===== src/rtl/text_stream_ctrl.sv =====
// text_stream_ctrl
// Owns the address port of a 256x8 text memory. On start it scans from
// address 0 to find the message length (first TERM_CHAR, or all 256 bytes),
// then walks the same addresses again and streams each character over a
// valid/ready handshake.
// Optional build macro: TEXT_UPPER_FOLD_EN folds 'a'..'z' to 'A'..'Z' on the
// way out; scan and length behaviour do not change.
module text_stream_ctrl #(
  parameter logic [7:0] TERM_CHAR = 8'h00
) (
  input  logic       clk,
  input  logic       rst,
  input  logic       start,
  output logic [7:0] mem_addr,
  input  logic [7:0] mem_din,
  output logic [7:0] char_out,
  output logic       char_valid,
  input  logic       char_ready,
  output logic       char_last,
  output logic [8:0] msg_len,
  output logic       busy,
  output logic       done
);

  typedef enum logic [1:0] {
    S_IDLE   = 2'd0,
    S_SCAN   = 2'd1,
    S_STREAM = 2'd2,
    S_DONE   = 2'd3
  } state_t;

  state_t     state_q, state_d;
  logic [7:0] addr_q, addr_d;
  logic [7:0] char_q, char_d;
  logic       valid_q, valid_d;
  logic       last_q, last_d;
  logic [8:0] len_q, len_d;
  logic [8:0] fcnt_q, fcnt_d;
  logic [7:0] fold_char;
  logic       slot_free;

`ifdef TEXT_UPPER_FOLD_EN
  // Lower-case letters lose bit 5; every other byte passes unchanged.
  assign fold_char = (mem_din >= 8'h61 && mem_din <= 8'h7A) ? (mem_din & 8'hDF) : mem_din;
`else
  assign fold_char = mem_din;
`endif

  // The output register can take a new character when empty or being drained.
  assign slot_free = !valid_q || char_ready;

  // State and datapath registers with synchronous reset.
  always_ff @(posedge clk) begin
    if (rst) begin
      state_q <= S_IDLE;
      addr_q  <= 8'd0;
      char_q  <= 8'd0;
      valid_q <= 1'b0;
      last_q  <= 1'b0;
      len_q   <= 9'd0;
      fcnt_q  <= 9'd0;
    end else begin
      state_q <= state_d;
      addr_q  <= addr_d;
      char_q  <= char_d;
      valid_q <= valid_d;
      last_q  <= last_d;
      len_q   <= len_d;
      fcnt_q  <= fcnt_d;
    end
  end

  // Next-state logic: scan pass, then stream pass over the same addresses.
  always_comb begin
    state_d = state_q;
    addr_d  = addr_q;
    char_d  = char_q;
    valid_d = valid_q;
    last_d  = last_q;
    len_d   = len_q;
    fcnt_d  = fcnt_q;

    case (state_q)
      S_IDLE: begin
        if (start) begin
          len_d   = 9'd0;
          addr_d  = 8'd0;
          state_d = S_SCAN;
        end
      end

      S_SCAN: begin
        if (mem_din == TERM_CHAR) begin
          len_d   = {1'b0, addr_q};
          addr_d  = 8'd0;
          fcnt_d  = 9'd0;
          state_d = S_STREAM;
        end else if (addr_q == 8'hFF) begin
          // No terminator anywhere: the whole memory is the message.
          len_d   = 9'd256;
          addr_d  = 8'd0;
          fcnt_d  = 9'd0;
          state_d = S_STREAM;
        end else begin
          addr_d = addr_q + 8'd1;
        end
      end

      S_STREAM: begin
        if (fcnt_q == len_q && slot_free) begin
          // Everything fetched and the last character (if any) accepted.
          // With an empty message this fires on the first STREAM cycle.
          valid_d = 1'b0;
          last_d  = 1'b0;
          state_d = S_DONE;
        end else if (fcnt_q < len_q && slot_free) begin
          char_d  = fold_char;
          valid_d = 1'b1;
          last_d  = (fcnt_q == len_q - 9'd1);
          fcnt_d  = fcnt_q + 9'd1;
          addr_d  = addr_q + 8'd1;
        end
      end

      S_DONE: begin
        state_d = S_IDLE;
      end

      default: begin
        state_d = S_IDLE;
      end
    endcase
  end

  assign mem_addr   = addr_q;
  assign char_out   = char_q;
  assign char_valid = valid_q;
  assign char_last  = last_q;
  assign msg_len    = len_q;
  assign busy       = (state_q != S_IDLE);
  assign done       = (state_q == S_DONE);

endmodule


===== config.mk =====
export PLATFORM = sky130hd
export DESIGN_NAME = text_stream_ctrl
export DESIGN_NICKNAME = d
export VERILOG_FILES = /design/src/rtl/text_stream_ctrl.sv
export SDC_FILE = /design/constraint.sdc
export NUM_CORES = 1
export LEC_CHECK = 0
export ABC_AREA = 1
export BUFFER_PORTS_ARGS = -buffer_cell sky130_fd_sc_hd__buf_2
export CORE_MARGIN = 2
export CORE_UTILIZATION = 55
export CTS_CLUSTER_DIAMETER = 40
export CTS_CLUSTER_SIZE = 24
export DETAILED_ROUTE_END_ITERATION = 10
export HOLD_SLACK_MARGIN = 0.12
export PLACE_DENSITY = 0.83
export SLEW_MARGIN = 10
export SYNTH_ARGS = -nofsm -noshare
export SYNTH_HDL_FRONTEND = slang
export SYNTH_SLANG_ARGS = --single-unit

===== constraint.sdc =====
create_clock -name clk -period 5.3 [get_ports clk]
set_input_delay 1.06 -clock clk [delete_from_list [all_inputs] [get_ports clk]]
set_output_delay 1.06 -clock clk [all_outputs]
set_load 0.1 [all_outputs]

# After elaboration in Yosys (flattened, before gate mapping)
# Index checks and enable logic that the tools add are counted.
# Widths: inputs -> output; s select.
# totals
inputBits	12
output_inout_bits	29
ff_bits	38
wordCells	64
# op_classes
reduce_logical	17
muxes	24
eq_ne	11
order_cmp	1
bitwise_logic	1
add_sub_neg	3
# op_table
op	count
$mux 9	7
$mux 8	5
$pmux 9 s2	2
$pmux 8 s3	1
$eq 9x9->1	2
$add 9x1->9 const B	1
$lt 9x9->1	1
$reduce_and 3->1	3
$sub 9x1->9 const B	1
$add 8x1->8 const B	1
$eq 8x8->1 const B	1
$logic_not 8->1	1
$mux 2	4
$ne 2x2->1 const B	4
$pmux 2 s4	1
$reduce_and 4->1	2
$reduce_bool 2->1	4
$eq 2x2->1 const B	2
$mux 1	4
$ne 3x3->1 const B	1
$reduce_bool 3->1	1
$eq 2x1->1 const B	1
$logic_and 1x1->1	2
$logic_not 2->1	1
other kinds (4)	4

# Depth between registers and ports, before layout
# Gate-level depths: netlist of run 1.
# depth
depth_word	6
mapped_depth	14
mapped_depth_nobuf	13

# Worst setup path after synthesis of run 1
# OpenSTA, ideal clock, no wires.
# synth_timing
path_type	register to register
startpoint	register len_q[5], in the netlist msg_len[5]
endpoint	register last_q, in the netlist char_last
n_path_buf	1
slack_ns	2.760
t_required_ns	5.233
setup_ns	0.067
period_less_slack_ns	2.540
stages_incl_launch_ff	13
arrival_time_ns	2.473
path_cell_list	dfxtp_1 -> inv_1 -> ha_1 -> nand2_1 -> nor2_4 -> inv_2 -> nor2_2 -> nor2_2 -> nand3_4 -> nor2_4 -> buf_6 -> nand3_2 -> a21oi_2
# synth_between
elab_chain_len	4
elab_cells_between_ends	10
classes_between	add/sub (1); order compare (1); eq/ne (2); mux (2); reduce/logical (4)
# synth_lines
item	line	rtl
from (decl)	37	logic [8:0] len_q, len_d;
from (signal assigned)	68	len_q <= len_d;
$sub 9x1->9 (tied with other cells)	119	last_d = (fcnt_q == len_q - 9'd1);
$eq 9x9->1 (tied with other cells)	119	
$mux 1 / $reduce_bool 2->1 (equally long branches)	--	
$mux 1 / $reduce_and 2->1 (equally long branches)	--	
to (signal assigned)	67	last_q <= last_d;
to (decl)	36	logic last_q, last_d;
# Several ways; a longest one is shown, not always the timed one. The select of a mux whose other input is x is not followed.
# A chain may end at the register's enable or synchronous reset.

# Worst setup path after layout of run 1
# layout_timing
startpoint	register state_q[1]
endpoint	output port busy
# layout_between
elab_chain_len	1
# layout_lines
item	line	rtl
from (decl)	32	state_t state_q, state_d;
from (signal assigned)	63	state_q <= state_d;
$reduce_bool 2->1	140	assign busy = (state_q != S_IDLE);
to (decl)	21	output logic busy,
# No other way between the ends.

==> results.md, run 1 <==
- Yosys warns: 0
- Port Buffers: 40
- Largest net degree at the start of global routing: 22
- Pleak: 1.376 nW
- Synth top area share: 29.73%
- Crit path kind: reg -> out
- Most common cell in the netlist: nand2_1
- Worst EP required: 4240 ps
- Final GP Congestion: 0.8656
- Max cap viols: 0
- Post-route antenna net violation count: 0
- Fin crit share: 48.36%
- Rows: 24
- Crit end category: output port
- Asr flop ratio synth: 0%
- Die Span Y: 72.21 um
- Slew Limit Fails: 0
- Total core area: 4414 um2
- Worst-Margin Slew: 534.4 ps
- Area contributors post-synth: dfxtp_1, nand2_1, nor2_1, ha_1, inv_1
- DRC: 0
- # setup viols final: 0
- Final hold viol count: 0
- Worst EP arrival: 1500 ps
- Die X: 72.21 um
- Mapped Area: 2559 um2
- DP HPWL: 4540 um
- PD cells: 409.1 nW/um2
- Syn nets: 415
- Worst Hold Depth: 2
- Worst hold-check path type: reg -> reg
- Cts hold-fix bufs: 0
- Fraction of layout cells with a size suffix above 1: 17.18%
- CTS clk-pin slew, worst paths: 70 ps
- Ys flop type: dfxtp_1
- Syn Area/Cell: 6.612 um2
- Overall Global Routing Usage: 23.89%
- Seq/Total Area, Yosys: 29.73%
- EDFF count, synth: 0
- H-tree Lvls: 2
- CTS resizes: 0
- First-pass GRT wire length: 9894 um
- Initial antenna violation count: 0
- Cell Chain, Critical Path: inv_1, ha_1, inv_1, buf_2
- Drt initial violations: 149
- Grt ovf: 0
- TNS Setup: 0 ps
- Vias in the first global route: 2175
- CP Launch Type: register
- Cell count of the worst reg-to-reg path: 12
- Clock Path Buffers: 2
- Crit Path Max Fanout: 4
- Layout fillers: 393
- TritonRoute pass-1 iters: 4
- CTS root buf: clkbuf_8
- Most Frequent Cell on Critical Path: inv_1
- Status: finished clean
- DR vias/cell: 5.314
- Worst path max stage delay: 420 ps
- Final WL: 5925 um
- Top Ports: 41
- Nets: 453
- Die area: 5214 um2
- TritonCTS buffer count: 5
- VDD IR max: 0.5346 mV
- Total number of vias: 2535
- Worst-case clock skew: 6.893 ps
- Worst-skew pair later-pin latency: 300 ps
- Clk sink count: 38
- Final min period: 2563 ps
- WL per Instance: 12.42 um
- Critical-path top delay cell: buf_2
- Overall power: 1.177 mW
- CTS tree: built
- Library cells used by synthesis: 34
- Syn-to-layout area delta: 12.47%
- Synth top cells by count: nand2_1, nor2_1, inv_1, dfxtp_1, a21oi_1
- Initial Utilization: 57.96%
- Slew margin rel.: 64.33%
- Synthesized flop and latch total: 38
- ANT cells: 0
- Post-CTS Setup Bufs: 0
- Post-Syn Instances: 387
- Synth area leader: dfxtp_1
- Fmax: 390.2 MHz
- RSZ-0062 raised after global routing: false
## path summary, 6_finish.rpt
path | slack, ps | end | start
hold reg to reg | 490 | char_valid$_SDFFE_PP0P_ | char_valid$_SDFFE_PP0P_
hold / removal | 490 | char_valid$_SDFFE_PP0P_ | char_valid$_SDFFE_PP0P_
setup reg to reg | 3100 | char_out[7]$_SDFFE_PP0P_ | msg_len[5]$_SDFFE_PP0P_
setup / recovery | 2740 | busy | state_q[1]$_SDFFE_PP0P_
## stage by stage
step | cell area [um2] | cells | hold slack (ps) | worst slack, ps | utilization, %
after floorplan | 2559 | 387 | 471.9 | 2760 | -
after global placement | 2765 | 470 | 467.9 | 2902 | 62.64
after detailed placement | 2765 | 470 | 474.0 | 2891 | 62.64
after CTS | 2878 | 477 | 485.8 | 2730 | 65.19
final | 2878 | 477 | 486.4 | 2737 | 65.19
after global routing | 2878 | 477 | 511.4 | 2627 | 65.19
## registers in the layout, summed over array words and instances (netlist names)
| register | cells |
|---|---|
| char_last | 1 |
| char_out | 8 |
| char_valid | 1 |
| fcnt_q | 9 |
| mem_addr | 8 |
| msg_len | 9 |
| state_q | 2 |
## routing by layer
metal  share of wire, %  track usage (%)  up-vias  wire length, um
li1                   -                -     1308                -
met2                 48            39.86       70             2842
met4                2.9            10.69        0              174
met1                 44            30.60     1144             2628
met3                4.7            3.472       13              280
met5                  0                0        -                0
## layout by cell type (no fill, tap or decap), drive strengths merged
cell type	synthesis	routed
xor2	6	6
xnor3	1	1
nand3	32	32
nor2	60	60
clkbuf	5	6
or2	2	2
a21boi	1	1
xnor2	3	3
o21ai	13	13
nand3b	4	4
bufinv	0	1
nand2	108	108
a21oi	29	29
nor3b	1	1
ha	16	16
nor3	7	7
dfxtp	38	38
buf	4	40
nand4	11	11
inv	46	46
## report_power, final
part           internal, mW  leakage (nW)  switching [mW]
registers             0.309         0.308          0.0286
logic                 0.140          1.01           0.448
clock network         0.151        0.0573           0.101
## critical path, delay by kind of cell, from the launching register on
kind	cells	cell delay, ps
buf+inv	3	580
fa+ha+maj	1	240
flops	1	390
## cells by family (layout without fill, tap and decap cells)
| family | count (synthesis) | in the layout | share of synthesized area, % |
|---|---|---|---|
| compound gates | 43 | 43 | 9.242 |
| xor+xnor | 10 | 10 | 3.961 |
| flops | 38 | 38 | 29.73 |
| simple gates | 225 | 225 | 40.20 |
| fa+ha+maj | 16 | 16 | 7.824 |
| buf+inv | 55 | 93 | 9.046 |
## cell type report
class,count,area [um2],area share [%]
Sequential cell,38,760.7,26.43
Timing Repair Buffer,40,200.2,6.957
Clock inverter,1,30.03,1.043
Tap cell,52,65.06,2.261
Clock buffer,6,82.58,2.870
Inverter,46,172.7,6.000
Multi-Input combinational cell,294,1567,54.43
(Power assumes the default switching activity.)
==> run 2: changes to the inputs <==
ABC_AREA = 0   (was 1)
CORE_UTILIZATION = 52   (was 55)
PLACE_DENSITY = 0.82   (was 0.83)
clock period = 2.35 ns   (was 5.3 ns; I/O delays follow)
==> results.md, run 2 <==
- Status: finished clean
- Die area: 5668 um2 (+8.7%)
- Die Span Y: 75.29 um (+4.3%)
- Global route hottest layer: met2
- Mapped Area: 2643 um2 (+3.3%)
- Most common cell in the netlist: dfxtp_1
- Nets: 397 (-12%)
- Worst-case clock skew: 8.582 ps (+1.689 ps)
- VDD IR max: 0.5494 mV (+2.8%)
- Worst EP required: 2580 ps (-1660 ps)
- Port Buffers: 40 (unchanged)
- Yosys warns: 0 (unchanged)
- CTS tree: built
- Post-route antenna net violation count: 0 (unchanged)
- CP Launch Type: register
- Crit path from: msg_len[7]$_SDFFE_PP0P_
- Synth Area in Adders: 7.576% (-0.25 points)
- Seq/Total Area, Yosys: 28.79% (-0.94 points)
- Total number of vias: 2729 (+7.7%)
- H-tree Lvls: 2 (unchanged)
- Crit end category: register
- Grt ovf: 0 (unchanged)
- Met3 Usage GRT: 4.685% (+1.2 points)
- Final hold viol count: 0 (unchanged)
- DR vias/cell: 6.245 (+18%)
- WL per Instance: 17.05 um (+37%)
- Synth area leader: dfxtp_1
- Final min period: 2332 ps
- CTS clk-pin slew, worst paths: 90 ps (+20 ps)
- Synth top cells by count: dfxtp_1, nand3_1, inv_1, a21oi_1, nand2_1
- Rows: 25 (+4.2%)
- Worst-skew pair later-pin latency: 310 ps (about the same)
- Synthesized flop and latch total: 38 (unchanged)
- Vias in the first global route: 2439 (+12%)
- PD cells: 732.0 nW/um2 (+79%)
- TritonRoute pass-1 iters: 5 (+1)
- Reg-to-reg slack, setup: 20 ps (-3080 ps)
- Placed Area: 3132 um2 (+13%)
- Cell count of the worst reg-to-reg path: 8 (-4)
- Post-synthesis mux area share: 3.409% (+3.4 points)
- Largest net degree at the start of global routing: 18 (-18%)
- DP HPWL: 5255 um (+16%)
- GRT met1 Usage: 34.51% (+3.9 points)
- Final GP Congestion: 0.9244 (+6.8%)
- TritonCTS buffer count: 5 (unchanged)
- Worst hold-check path type: in -> reg
- Fmax: 428.9 MHz
- Clk sink count: 38 (unchanged)
- # setup viols final: 0 (unchanged)
- Drt initial violations: 230 (+54%)
- Reg2reg start: msg_len[7]$_SDFFE_PP0P_
- Slew margin rel.: 59.20% (-5.1 points)
- GR Util met2: 45.60% (+5.7 points)
- Fin crit share: 99.22%
- Ys flop type: dfxtp_1
- DRC: 0 (unchanged)
- Worst-Margin Slew: 606.4 ps (+72.00 ps)
- Post-Syn Instances: 302 (-22%)
- Worst path max stage delay: 440 ps (+20 ps)
- Fraction of layout cells with a size suffix above 1: 37.84% (+21 points)
- Critical-path top delay cell: a2111oi_4
- Top Ports: 41 (unchanged)
- Commonest non-fill, non-tap cell in the layout: buf_2
- Crit path kind: reg -> reg
- Worst Hold Depth: 3 (+1)
- Initial Utilization: 54.86% (-3.1 points)
- Total core area: 4817 um2 (+9.1%)
- Cell Chain, Critical Path: inv_1, ha_4, o21a_1, a2111oi_4, buf_4, o211ai_2, a211oi_2, mux2i_1
- Max cap viols: 0 (unchanged)
- Most frequent cells in the layout: buf_2, buf_4, nand3_1
- TNS Setup: 0 ps (unchanged)
- RSZ-0062 raised after global routing: true
- Cts hold-fix bufs: 0 (unchanged)
- EDFF count, synth: 0 (unchanged)
- Asr flop ratio synth: 0% (unchanged)
- CTS root buf: clkbuf_8
- Worst EP arrival: 2560 ps (+1060 ps)
- Area contributors post-synth: dfxtp_1, ha_1, nand3_1, a21oi_1, mux2i_1
- Post-Synth XOR/XNOR Area: 2.320% (-1.6 points)
- Synth top area share: 28.79% (-0.94 points)
- Pleak: 1.320 nW (-4.1%)
- Final WL: 7452 um (+26%)
- Design area: 3395 um2 (+18%)
- Die X: 75.29 um (+4.3%)
- First-pass GRT wire length: 11590 um (+17%)
- Slew Limit Fails: 0 (unchanged)
- Clock Path Buffers: 2 (unchanged)
- Initial antenna violation count: 0 (unchanged)
- Crit Path Max Fanout: 5 (+1)
- Setup crit end: fcnt_q[2]$_SDFFE_PP0P_
- Syn Area/Cell: 8.750 um2 (+32%)
- ANT cells: 0 (unchanged)
- Capturing point of the worst reg2reg path: fcnt_q[2]$_SDFFE_PP0P_
- Syn-to-layout area delta: 28.46%
- Largest family of logic cells by synthesized area: compound AO/OA/AOI/OAI gates
- Syn nets: 330 (-20%)
- Overall Global Routing Usage: 27.03% (+3.1 points)
- Complex-gate fraction of the synthesized area: 27.70% (+18 points)
- Simple logic cell fraction of the synthesized area: 22.59% (-18 points)
- Library cells used by synthesis: 59 (+74%)
-- run 2: cell count changes after synthesis, moves of 8 or more --
| cell | delta |
|---|---|
| inv_1 | -20 |
| nor2_1 | -42 |
| a21oi_1 | -9 |
| mux2i_1 | +9 |
| nand2_1 | -86 |
| a22oi_1 | +8 |
-- run 2: worst min path at each step --
stage / startpoint / end / slack [ps]
detailed placement: char_out[7]$_SDFFE_PP0P_ / char_out[7]$_SDFFE_PP0P_ / 470
finish: mem_din[2] / char_out[2]$_SDFFE_PP0P_ / 420
global route: mem_din[3] / char_out[3]$_SDFFE_PP0P_ / 440
global placement: char_out[5]$_SDFFE_PP0P_ / char_out[5]$_SDFFE_PP0P_ / 460
CTS: mem_din[4] / char_out[4]$_SDFFE_PP0P_ / 420
floorplan: fcnt_q[8]$_SDFFE_PP0P_ / fcnt_q[8]$_SDFFE_PP0P_ / 480
-- run 2: power breakdown --
group	leakage (nW)	switching, mW	internal (mW)
logic	0.934	0.758	0.363
clock network	0.0683	0.264	0.426
registers	0.317	0.0208	0.654
-- run 2: logic make-up after synthesis --
family | after synthesis
compound gates | 89
mux | 9
fa+ha+maj | 16
xor+xnor | 7
simple gates | 106
flops | 38
buf+inv | 37
-- run 2: repair_timing --
| item | CTS | global route |
|---|---|---|
| setup buffers | 0 | 8 |
| gates resized for setup | 0 | 11 |
| endpoints found under the setup margin | 0 | 23 |
-- run 2: critical path, delay by kind of cell (launching register included) --
family	cells	cell delay (ps)
muxes	1	270
buffers and inverters	2	300
AOI/OAI and AO/OA	4	1090
DFF	1	370
adders and majority gates	1	230
-- run 2: area by class of cell --
class | count | area [um2]
Clock inverter | 3 | 68.82
Tap cell | 67 | 83.83
Multi-Input combinational cell | 228 | 1828
Sequential cell | 38 | 800.8
Clock buffer | 5 | 68.82
Inverter | 22 | 85.08
Fill cell | 374 | 1423
Timing Repair Buffer | 74 | 459.2
-- run 2: routing by layer --
layer	up-vias	part of all wire [%]
met3	15	7.0
met1	1273	42
met2	148	49
li1	1293	-
met4	0	1.9
met5	-	0
-- run 2: stage by stage --
step	cells	util, %	hold slack, ps	power, mW	worst slack, ps
after floorplan	302	-	482.0	1.564	-118.9
after global placement	420	65.01	459.9	1.739	85.03
after detailed placement	420	65.01	465.8	1.760	22.39
after CTS	428	67.87	415.9	2.450	15.16
after global routing	437	70.47	440.0	2.599	-43.15
final	437	70.47	424.7	2.485	18.25
